<file path="config.mk">
export PLATFORM = sky130hd
export DESIGN_NAME = tcm_arbiter
export DESIGN_NICKNAME = d
export VERILOG_FILES = /design/src/rtl/tcm_arbiter.sv
export SDC_FILE = /design/constraint.sdc
export NUM_CORES = 1
export LEC_CHECK = 0
export CORE_ASPECT_RATIO = 1.1
export CORE_MARGIN = 2
export CORE_UTILIZATION = 39
export DETAILED_ROUTE_END_ITERATION = 12
export GPL_ROUTABILITY_DRIVEN = 0
export PLACE_DENSITY = 0.87
export REMOVE_ABC_BUFFERS = 1
export SLEW_MARGIN = 20
export SYNTH_ARGS = -nofsm -noshare
export SYNTH_HDL_FRONTEND = slang
export SYNTH_SLANG_ARGS = --single-unit
</file>
<file path="constraint.sdc">
create_clock -name i_clk -period 5.3 [get_ports i_clk]
set_clock_uncertainty 0.2 [all_clocks]
set_input_delay 0.795 -clock i_clk [delete_from_list [all_inputs] [get_ports i_clk]]
set_output_delay 0.795 -clock i_clk [all_outputs]
set_load 0.03 [all_outputs]
</file>
<file path="src/rtl/tcm_arbiter.sv">
// Two-master front end for the single-port TCM: round-robin arbitration between fetch and
// load/store, data-side lane formatting, load extension and misalignment detection.
module tcm_arbiter #(
  parameter int unsigned MEM_ADDR_WIDTH = 8
) (
  input  logic                      i_clk,
  input  logic                      i_reset_n,
  input  logic                      i_i_req,
  input  logic [31:0]               i_i_addr,
  output logic                      o_i_ack,
  output logic [31:0]               o_i_data,
  input  logic                      i_d_req,
  input  logic [31:0]               i_d_addr,
  input  logic                      i_d_we,
  input  logic [1:0]                i_d_size,
  input  logic                      i_d_unsigned,
  input  logic [31:0]               i_d_wdata,
  output logic                      o_d_ack,
  output logic                      o_d_err,
  output logic [31:0]               o_d_rdata,
  output logic                      o_tcm_sel,
  output logic [MEM_ADDR_WIDTH-1:0] o_tcm_addr,
  output logic [3:0]                o_tcm_write,
  output logic [31:0]               o_tcm_data,
  input  logic                      i_tcm_ack,
  input  logic [31:0]               i_tcm_data
);

  typedef enum logic [1:0] {StIdle, StAccess, StWait, StErr} state_e;

  state_e                    state_q, state_d;
  logic                      last_d_q, last_d_d;   // last grant went to the data side
  logic                      owner_q, owner_d;     // current access belongs to the data side
  logic                      tcm_sel_q, tcm_sel_d;
  logic [MEM_ADDR_WIDTH-1:0] tcm_addr_q, tcm_addr_d;
  logic [3:0]                tcm_write_q, tcm_write_d;
  logic [31:0]               tcm_data_q, tcm_data_d;
  logic                      ld_we_q, ld_we_d;
  logic [1:0]                ld_size_q, ld_size_d;
  logic                      ld_uns_q, ld_uns_d;
  logic [1:0]                ld_off_q, ld_off_d;

  logic [1:0]  d_off;
  logic        d_misaligned;
  logic [3:0]  d_be;
  logic [31:0] d_wdata_lanes;
  logic        ack_cycle;
  logic        grant, pick_d;
  logic [7:0]  ld_byte;
  logic [15:0] ld_half;
  logic [31:0] ld_ext;

  // Address bits outside the TCM window and fetch byte offset are decoded elsewhere
  logic unused_addr_bits;
  assign unused_addr_bits = ^{i_i_addr[31:MEM_ADDR_WIDTH+2], i_i_addr[1:0],
                              i_d_addr[31:MEM_ADDR_WIDTH+2]};

  assign d_off     = i_d_addr[1:0];
  assign ack_cycle = (state_q == StWait) && i_tcm_ack;

  always_comb begin
    case (i_d_size)
      2'b00: begin
        d_be          = 4'b0001 << d_off;
        d_wdata_lanes = {4{i_d_wdata[7:0]}};
        d_misaligned  = 1'b0;
      end
      2'b01: begin
        d_be          = 4'b0011 << d_off;
        d_wdata_lanes = {2{i_d_wdata[15:0]}};
        d_misaligned  = d_off[0];
      end
      default: begin
        d_be          = 4'b1111;
        d_wdata_lanes = i_d_wdata;
        d_misaligned  = |d_off;
      end
    endcase
  end

  // In the ack cycle only the other master may be granted; the acked request is finished
  always_comb begin
    grant  = 1'b0;
    pick_d = 1'b0;
    if (state_q == StIdle) begin
      grant  = i_i_req | i_d_req;
      pick_d = i_d_req & (~i_i_req | ~last_d_q);
    end else if (ack_cycle) begin
      grant  = owner_q ? i_i_req : i_d_req;
      pick_d = ~owner_q;
    end
  end

  always_comb begin
    state_d     = state_q;
    last_d_d    = last_d_q;
    owner_d     = owner_q;
    tcm_sel_d   = 1'b0;
    tcm_write_d = 4'b0000;
    tcm_addr_d  = tcm_addr_q;
    tcm_data_d  = tcm_data_q;
    ld_we_d     = ld_we_q;
    ld_size_d   = ld_size_q;
    ld_uns_d    = ld_uns_q;
    ld_off_d    = ld_off_q;

    case (state_q)
      StAccess: state_d = StWait;
      StWait:   if (i_tcm_ack) state_d = StIdle;
      StErr:    state_d = StIdle;
      default:  state_d = state_q;
    endcase

    if (grant) begin
      last_d_d = pick_d;
      owner_d  = pick_d;
      if (pick_d && d_misaligned) begin
        state_d = StErr;
      end else begin
        state_d   = StAccess;
        tcm_sel_d = 1'b1;
        if (pick_d) begin
          tcm_addr_d  = i_d_addr[MEM_ADDR_WIDTH+1:2];
          tcm_write_d = i_d_we ? d_be : 4'b0000;
          tcm_data_d  = i_d_we ? d_wdata_lanes : 32'd0;
          ld_we_d     = i_d_we;
          ld_size_d   = i_d_size;
          ld_uns_d    = i_d_unsigned;
          ld_off_d    = d_off;
        end else begin
          tcm_addr_d = i_i_addr[MEM_ADDR_WIDTH+1:2];
          tcm_data_d = 32'd0;
        end
      end
    end
  end

  always_ff @(posedge i_clk or negedge i_reset_n) begin
    if (!i_reset_n) begin
      state_q     <= StIdle;
      last_d_q    <= 1'b0;
      owner_q     <= 1'b0;
      tcm_sel_q   <= 1'b0;
      tcm_addr_q  <= '0;
      tcm_write_q <= 4'b0000;
      tcm_data_q  <= 32'd0;
      ld_we_q     <= 1'b0;
      ld_size_q   <= 2'b00;
      ld_uns_q    <= 1'b0;
      ld_off_q    <= 2'b00;
    end else begin
      state_q     <= state_d;
      last_d_q    <= last_d_d;
      owner_q     <= owner_d;
      tcm_sel_q   <= tcm_sel_d;
      tcm_addr_q  <= tcm_addr_d;
      tcm_write_q <= tcm_write_d;
      tcm_data_q  <= tcm_data_d;
      ld_we_q     <= ld_we_d;
      ld_size_q   <= ld_size_d;
      ld_uns_q    <= ld_uns_d;
      ld_off_q    <= ld_off_d;
    end
  end

  always_comb begin
    case (ld_off_q)
      2'd0:    ld_byte = i_tcm_data[7:0];
      2'd1:    ld_byte = i_tcm_data[15:8];
      2'd2:    ld_byte = i_tcm_data[23:16];
      default: ld_byte = i_tcm_data[31:24];
    endcase
    ld_half = ld_off_q[1] ? i_tcm_data[31:16] : i_tcm_data[15:0];
    case (ld_size_q)
      2'b00:   ld_ext = {{24{~ld_uns_q & ld_byte[7]}}, ld_byte};
      2'b01:   ld_ext = {{16{~ld_uns_q & ld_half[15]}}, ld_half};
      default: ld_ext = i_tcm_data;
    endcase
  end

  assign o_i_ack     = ack_cycle & ~owner_q;
  assign o_i_data    = o_i_ack ? i_tcm_data : 32'd0;
  assign o_d_err     = (state_q == StErr);
  assign o_d_ack     = (ack_cycle & owner_q) | o_d_err;
  assign o_d_rdata   = (ack_cycle && owner_q && !ld_we_q) ? ld_ext : 32'd0;
  assign o_tcm_sel   = tcm_sel_q;
  assign o_tcm_addr  = tcm_addr_q;
  assign o_tcm_write = tcm_write_q;
  assign o_tcm_data  = tcm_data_q;

endmodule

</file>
==> metrics.md, run 1 <==
| Metric | Value |
|---|---|
| Outcome | `completed` |
| # rows | `36` |
| Post-synthesis cell count | `around 360` |
| Internal power | `between 0.001 and 0.0015 W` |
| Total congestion overflow | `0` |
| Die area | `9970 sq um` |
| DRC errors left | `0` |
| Post_cts resized | `0` |
| Worst Reg-to-Reg Cells | `7` |
| Most common cell in the netlist | `dfrtp_1` |
| PnR worst setup slack | `969 ps` |
| Hold WS | `roughly 300 ps` |
| Tcrit/Tclk final | `~82%` |
| DR iter-0 viols | `about 120` |
| Vias in the first global route | `about 3,800` |
| RSZ-0062 raised after global routing | `no` |
| PD cells | `about 440 nW/um^2` |
| GRT met1 Usage | `between 20% and 30%` |
| GR Util met3 | `between 7 and 8%` |
| Avg Inst Size Synth | `10.1 sq um` |
| Compound-gate portion of the synthesized area | `24.6%` |
| Top Ports | `approximately 250` |
| Crit path DAT | `3340 ps` |
| Sw Ratio | `46.1%` |
| CTS Buf Count | `5` |
| Die Y | `roughly 100 um` |
| Relative slew slack | `between 30% and 40%` |
| Final wirelength | `about 12,000 um` |
| Reg2reg start | `state_q[0]` |
| Slowest CP cell | `clkdlybuf4s50_1` |
| Reg clk slew, reported paths | `approximately 100 ps` |
| Post-CTS Setup Repair Bufs | `0` |
| Routed vias | `approximately 3,700` |
| Worst-Skew Late Latency | `approximately 310 ps` |
| FF+latch count, synth | `54` |
| Diode count | `0` |
| Synth area leader | `dfrtp_1` |
| Hold Crit Endpoint | `o_tcm_data[17]` |
| Synth Area in Simple Gates | `between 10% and 20%` |
| CTS max path bufs | `2` |
| Synth async-reset ratio | `100%` |
| Clock sink count | `54` |
| M2 GR Usage | `approximately two fifths` |
| # Max-Cap Violations | `0` |
| Commonest cells in the netlist | `54 x dfrtp_1, 27 x nand2_1, 27 x nor2_1` |
| CTS Hold Buffers Added | `0` |
| Reg-to-Reg End | `o_tcm_data[3]` |
| Post-Syn Area | `between 3000 and 4000 sq um` |
| Buffers on Ports | `202` |
| Synth Area in Adders | `1.05%` |
| Crit end category | `output pin` |
| Drt wl/cell | `18.5 um` |
| Flop pwr share | `between 20 and 30%` |
| Post-synthesis mux area share | `a little under a fifth` |
| Routed Antenna Nets | `0` |
| Seq/Total Area, Yosys | `roughly 38%` |
| Setup WS pre-CTS | `between 900 and 1000 ps` |
| Crit Path Max Fanout | `18` |
| Largest stage delay, worst path | `around 670 ps` |
| Clock Root Buffer | `clkbuf_8` |
| Die Wd | `around 95 um` |
| Vias per cell | `roughly 5.6` |
| First-pass iteration count of the detailed router | `4` |
| Hold Path Depth | `1` |
| Yosys top cell area share | `a little under two fifths` |
| Hold Fails Final Rpt | `0` |
| Core footprint | `~8900 sq um` |
| Fillers | `~720` |
| Ys Warns | `0` |
| Final worst path period need | `between 4000 and 5000 ps` |
| Setup CP Type | `input port to output pin` |
| Number of H-tree levels | `2` |
| Initial antenna violation count | `0` |
| Busiest grt layer | `met2` |
| VDD IR max | `around 0.28 mV` |
| Final net count | `a little under 700` |
| # setup viols final | `0` |
| Number of synthesized flops with an enable pin | `0` |
| GRT Total Usage | `a little under a quarter` |
| Lkg Pwr | `2.49 nW` |
| Clock network power share | `under 10%` |
| Sw power | `0.00115 W` |
| Largest net degree at the start of global routing | `55` |
| WP data required | `4300 ps` |
| Synth Area in XOR/XNOR | `0.244%` |
| Largest family of logic cells by synthesized area | `compound AO/OA/AOI/OAI gates` |
| First-pass GRT wire length | `roughly 19,000 um` |
| Setup total negative slack | `0 ps` |
| Gate power share | `a little over three fifths` |
| Synth Flop Type | `dfrtp_1` |
| Hold crit path type | `flip-flop to flip-flop` |
| Ranking of synthesized cells by area | `dfrtp_1 38%, mux2i_1 7.0%, mux2_2 6.6%` |
| Slew @ Worst Pin | `just over 1000 ps` |
| Initial Utilization | `around 40%` |
| Post-DP HPWL | `around 9000 um` |
| CTS tree | `yes` |
| Startpoint Class | `input port` |
| Area delta synth->final | `60.8%` |
| Worst hold start | `o_tcm_data[17]` |
| F_max | `~0.23 GHz` |
| Share of cells above drive strength 1 | `10.8%` |
| Synth cell types | `47` |
| Fin area | `about 5800 sq um` |
| FF-to-FF setup slack | `2440 ps` |
| CP Cell Sequence | `clkdlybuf4s50_1 > nand3_1 > nand2b_1 > buf_4 > a2111oi_4 > buf_4 > a21o_1 > clkdlybuf4s50_1` |
| Slew Limit Fails | `0` |
| Post-DP Area | `about 5700 sq um` |
## kinds of logic after synthesis
kind of cell,Yosys count
xor gates and xnor gates,1
and+or+nand+nor,91
adders and majority gates,3
buffers and inverters,42
muxes,54
AOI/OAI and AO/OA,110
DFF,54
## routing by layer
layer / wire length, um / vias up
met2: 5950 / 202
met4: 282 / 0
met3: 1390 / 28
met5: 0 / -
li1: - / 1690
met1: 4590 / 1770
## sequential cells by signal (all words and copies together) (netlist names), 2 cells and up
signal	flops
ld_off_q	2
o_tcm_write	4
o_tcm_addr	8
o_tcm_data	32
state_q	2
ld_size_q	2
## worst max-delay path, delay by kind of cell
| kind | cells | cell delay, ps |
|---|---|---|
| compound gates | 2 | 490 |
| buf+inv | 4 | 1720 |
| simple gates | 2 | 320 |
## how the worst max path moves through the flow
| stage | startpoint | to | cells after the start |
|---|---|---|---|
| 2_1_floorplan | i_tcm_ack | o_d_rdata[0] | 3 |
| 4_1_cts | i_tcm_ack | o_d_rdata[17] | 8 |
| 6_report | i_tcm_ack | o_d_rdata[27] | 8 |
| 5_1_grt | i_tcm_ack | o_d_rdata[17] | 8 |
| 3_5_place_dp | i_tcm_ack | o_d_rdata[27] | 8 |
| 3_3_place_gp | i_tcm_ack | o_d_rdata[17] | 8 |
## final cells by class
cell class	instances	area (sq um)	share of cell area, %
multi-input cells	259	2050	35.5
repair buffers	209	2070	35.9
well taps	114	143	2.48
flip-flops and latches	54	1350	23.5
clock inverters	3	21.3	0.369
inverters	16	60.1	1.04
clock buffers	5	68.8	1.19
## through the flow
stage / power [W] / instances / util [%]
6_report: 0.00251 / 660 / 64.6
5_1_grt: 0.00264 / 660 / 64.6
4_1_cts: 0.00251 / 660 / 64.6
3_5_place_dp: 0.00227 / 652 / 63.6
3_3_place_gp: 0.00223 / 652 / 63.6
2_1_floorplan: 0.00163 / 329 / -
## power groups by stage
| stage | Clock (W) | Combinational [W] | Sequential [W] |
|---|---|---|---|
| after floorplan | 0 | 0.000706 | 0.000928 |
| after CTS | 0.000242 | 0.00157 | 0.000699 |
| after detailed placement | 0 | 0.00157 | 0.000704 |
| after global routing | 0.000255 | 0.00166 | 0.000721 |
| after global placement | 0 | 0.00153 | 0.000696 |
| final | 0.000234 | 0.00157 | 0.000700 |
## cells in the final DEF, fill, tap and decap left out, types with 3 or more instances in the layout
cell type and count:
nand2_1 27, o2bb2ai_1 16, a21o_1 18, nand3_1 3, dfrtp_1 54, mux2_2 21, inv_1 14, clkdlybuf4s50_1 201
nor2_1 27, o22ai_1 8, clkbuf_8 5, buf_4 7, and2_1 24, a2111oi_0 8, a221oi_1 8, o21ai_0 20
a22o_1 16, mux4_2 8, mux2i_1 25, ha_1 3
(Power assumes the default switching activity.)
==> run 2: changes to the inputs <==
--- a/config.mk
+++ b/config.mk
@@ -7,10 +7,10 @@
 export LEC_CHECK = 0
 export CORE_ASPECT_RATIO = 1.1
 export CORE_MARGIN = 2
-export CORE_UTILIZATION = 39
+export CORE_UTILIZATION = 36
 export DETAILED_ROUTE_END_ITERATION = 12
 export GPL_ROUTABILITY_DRIVEN = 0
-export PLACE_DENSITY = 0.87
+export PLACE_DENSITY = 0.81
 export REMOVE_ABC_BUFFERS = 1
 export SLEW_MARGIN = 20
 export SYNTH_ARGS = -nofsm -noshare
==> constraint.sdc (replaced) <==
create_clock -name i_clk -period 4.5 [get_ports i_clk]
set_clock_uncertainty 0.2 [all_clocks]
set_input_delay 0.675 -clock i_clk [delete_from_list [all_inputs] [get_ports i_clk]]
set_output_delay 0.675 -clock i_clk [all_outputs]
set_load 0.03 [all_outputs]
==> run 2 against run 1 <==
Clock power up 49%. Final cell count up 1.2%. Utilization down 5.2 points. Critical path depth down 2. First-iteration DRC count up 33%. Non-clock buffer count up 2. Setup slack worse by 580 ps. Die area up 8.0%. Clock-buffer cell count up 1. Register-to-register slack worse by 780 ps. Final area up 0.93%.
==> metrics.md, run 2 (synthesis gave the netlist of run 1 again) <==
| Metric | Value |
|---|---|
| Sw Ratio | `44.9% (-1.2 points)` |
| # Max-Cap Violations | `0 (unchanged)` |
| Commonest non-fill, non-tap cell in the layout | `clkdlybuf4s50_1` |
| Tcrit/Tclk final | `around nine tenths` |
| Worst Reg-to-Reg Cells | `7 (unchanged)` |
| Routed Antenna Nets | `0 (unchanged)` |
| # setup viols final | `0 (unchanged)` |
| Post-CTS Setup Repair Bufs | `0 (unchanged)` |
| Clock network power share | `11.5% (+2.2 points)` |
| Setup WS pre-CTS | `428 ps (-537 ps)` |
| Share of cells above drive strength 1 | `11.1% (+0.33 points)` |
| Die Y | `109 um (+3.9%)` |
| Final worst path period need | `between 4000 and 5000 ps` |
| PnR worst setup slack | `387 ps (-582 ps)` |
| CTS max path bufs | `2 (unchanged)` |
| Post-DP HPWL | `9390 um (+3.8%)` |
| FF-to-FF setup slack | `1660 ps (-780 ps)` |
| Most frequent CP cell | `clkdlybuf4s50_1` |
| Most frequent cells in the layout | `201 x clkdlybuf4s50_1, 54 x dfrtp_1, 27 x nor2_1, 27 x nand2_1, 25 x mux2i_1` |
| Flop pwr share | `27.8% (about the same)` |
| Placed Cells | `660 (+1.2%)` |
| Final wirelength | `12,500 um (+2.2%)` |
| Sw power | `0.00136 W (+18%)` |
| Hold Fails Final Rpt | `0 (unchanged)` |
| Reg clk slew, reported paths | `110 ps (about the same)` |
| Die area | `10,800 sq um (+8.0%)` |
| Crit end category | `output pin` |
| Max reg flops | `32 (unchanged)` |
| Die Wd | `99.1 um (+3.9%)` |
| First-pass iteration count of the detailed router | `4 (unchanged)` |
| WP data required | `3620 ps (-680 ps)` |
| Total congestion overflow | `0 (unchanged)` |
| Final net count | `687 (+0.29%)` |
| Diode count | `0 (unchanged)` |
| First-pass GRT wire length | `19,600 um (+4.6%)` |
| Finished Layout Cells | `668 (+1.2%)` |
| Vias per cell | `5.59 (about the same)` |
| CP Cell Sequence | `clkdlybuf4s50_1 > nand3_1 > nand2b_1 > buf_4 > a2111oi_0 > clkdlybuf4s50_1` |
| Number of H-tree levels | `2 (unchanged)` |
| PD cells | `522 nW/um^2 (+20%)` |
| Initial antenna violation count | `0 (unchanged)` |
| Setup CP Type | `input port to output pin` |
| Startpoint Class | `input port` |
| Slew Limit Fails | `0 (unchanged)` |
| F_max | `~0.24 GHz` |
| Largest net degree at the start of global routing | `55 (unchanged)` |
| # rows | `38 (+5.6%)` |
| Hold crit path type | `input port to asynchronous set/reset pin` |
| Slew @ Worst Pin | `1070 ps (+37.4 ps)` |
| CTS tree | `yes` |
| DRC errors left | `0 (unchanged)` |
| Slowest CP cell | `clkdlybuf4s50_1` |
| Clock sink count | `54 (unchanged)` |
| Relative slew slack | `28.1% (-2.5 points)` |
| GRT Total Usage | `22.6% (-0.97 points)` |
| Area delta synth->final | `62.3%` |
| Largest stage delay, worst path | `770 ps (+100 ps)` |
| Vias in the first global route | `3,753 (-0.77%)` |
| Clock Root Buffer | `clkbuf_8` |
| Post_cts resized | `0 (unchanged)` |
| Outcome | `completed` |
| CTS Hold Buffers Added | `0 (unchanged)` |
| Final Power | `0.00304 W (+21%)` |
| Internal power | `0.00167 W (+24%)` |
| Buffers on Ports | `202 (unchanged)` |
| Routed vias | `3,731 (+1.1%)` |
| Fin area | `5810 sq um (+0.93%)` |
| Lkg Pwr | `2.52 nW (+1.1%)` |
| Drt wl/cell | `18.7 um (+0.95%)` |
| Crit Path Max Fanout | `12 (-6)` |
| Post-DP Area | `5690 sq um (+0.40%)` |
| Top Ports | `249 (unchanged)` |
| Crit path DAT | `3240 ps (-100 ps)` |
| Gate power share | `60.8% (-1.9 points)` |
| Reg2reg start | `state_q[0]` |
| Initial Utilization | `36.6% (-3.6 points)` |
| Worst-Skew Late Latency | `290 ps (-20 ps)` |
| DR iter-0 viols | `158 (+33%)` |
| Setup total negative slack | `0 ps (unchanged)` |
| RSZ-0062 raised after global routing | `no` |
| Core footprint | `9790 sq um (+9.8%)` |
| VDD IR max | `0.317 mV (+13%)` |
| Reg-to-Reg End | `o_tcm_data[1]` |
| CTS Buf Count | `5 (unchanged)` |
[run 2: worst max-delay path, delay by kind of cell]
family / cells / cell delay [ps]
simple gates: 2 / 480
buf+inv: 3 / 1620
compound gates: 1 / 460
[run 2: layout make-up]
| cell class | count | area, sq um |
|---|---|---|
| clock buffer | 6 | 82.6 |
| sequential | 54 | 1350 |
| clock inverter | 2 | 38.8 |
| timing repair buffer | 211 | 2080 |
| multi-input combinational | 259 | 2050 |
| fill | 859 | 3980 |
| inverter | 16 | 60.1 |
| tap | 120 | 150 |
[run 2: power by group through the flow]
stage | registers (W) | clock network, W | logic (W)
floorplan | 0.00109 | 0 | 0.000832
global placement | 0.000841 | 0 | 0.00180
detailed placement | 0.000849 | 0 | 0.00185
CTS | 0.000843 | 0.000361 | 0.00185
global route | 0.000870 | 0.000382 | 0.00196
finish | 0.000842 | 0.000348 | 0.00184
[run 2: per-stage QoR]
step / util (%) / hold WS, ps
finish: 59.4 / 269
global route: 59.4 / 314
CTS: 59.4 / 302
detailed placement: 58.1 / 273
global placement: 58.1 / 273
floorplan: - / 179
[run 2: layer usage]
layer  up-vias  track usage, %  wire (um)
met1      1790            27.4       4820
met3        29            5.83       1160
li1       1692               -          -
met2       220            39.0       6190
met5         -               0          0
met4         0            7.63        316
[run 2: how the worst max path moves through the flow]
stage,to,slack [ps],startpoint,cells past startpoint
global route,o_d_rdata[2],160,i_tcm_ack,6
floorplan,o_d_rdata[0],820,state_q[0],5
global placement,o_d_rdata[5],460,i_tcm_ack,6
finish,o_d_rdata[7],390,i_tcm_ack,6
detailed placement,o_d_rdata[5],430,i_tcm_ack,6
CTS,o_d_rdata[5],410,i_tcm_ack,6
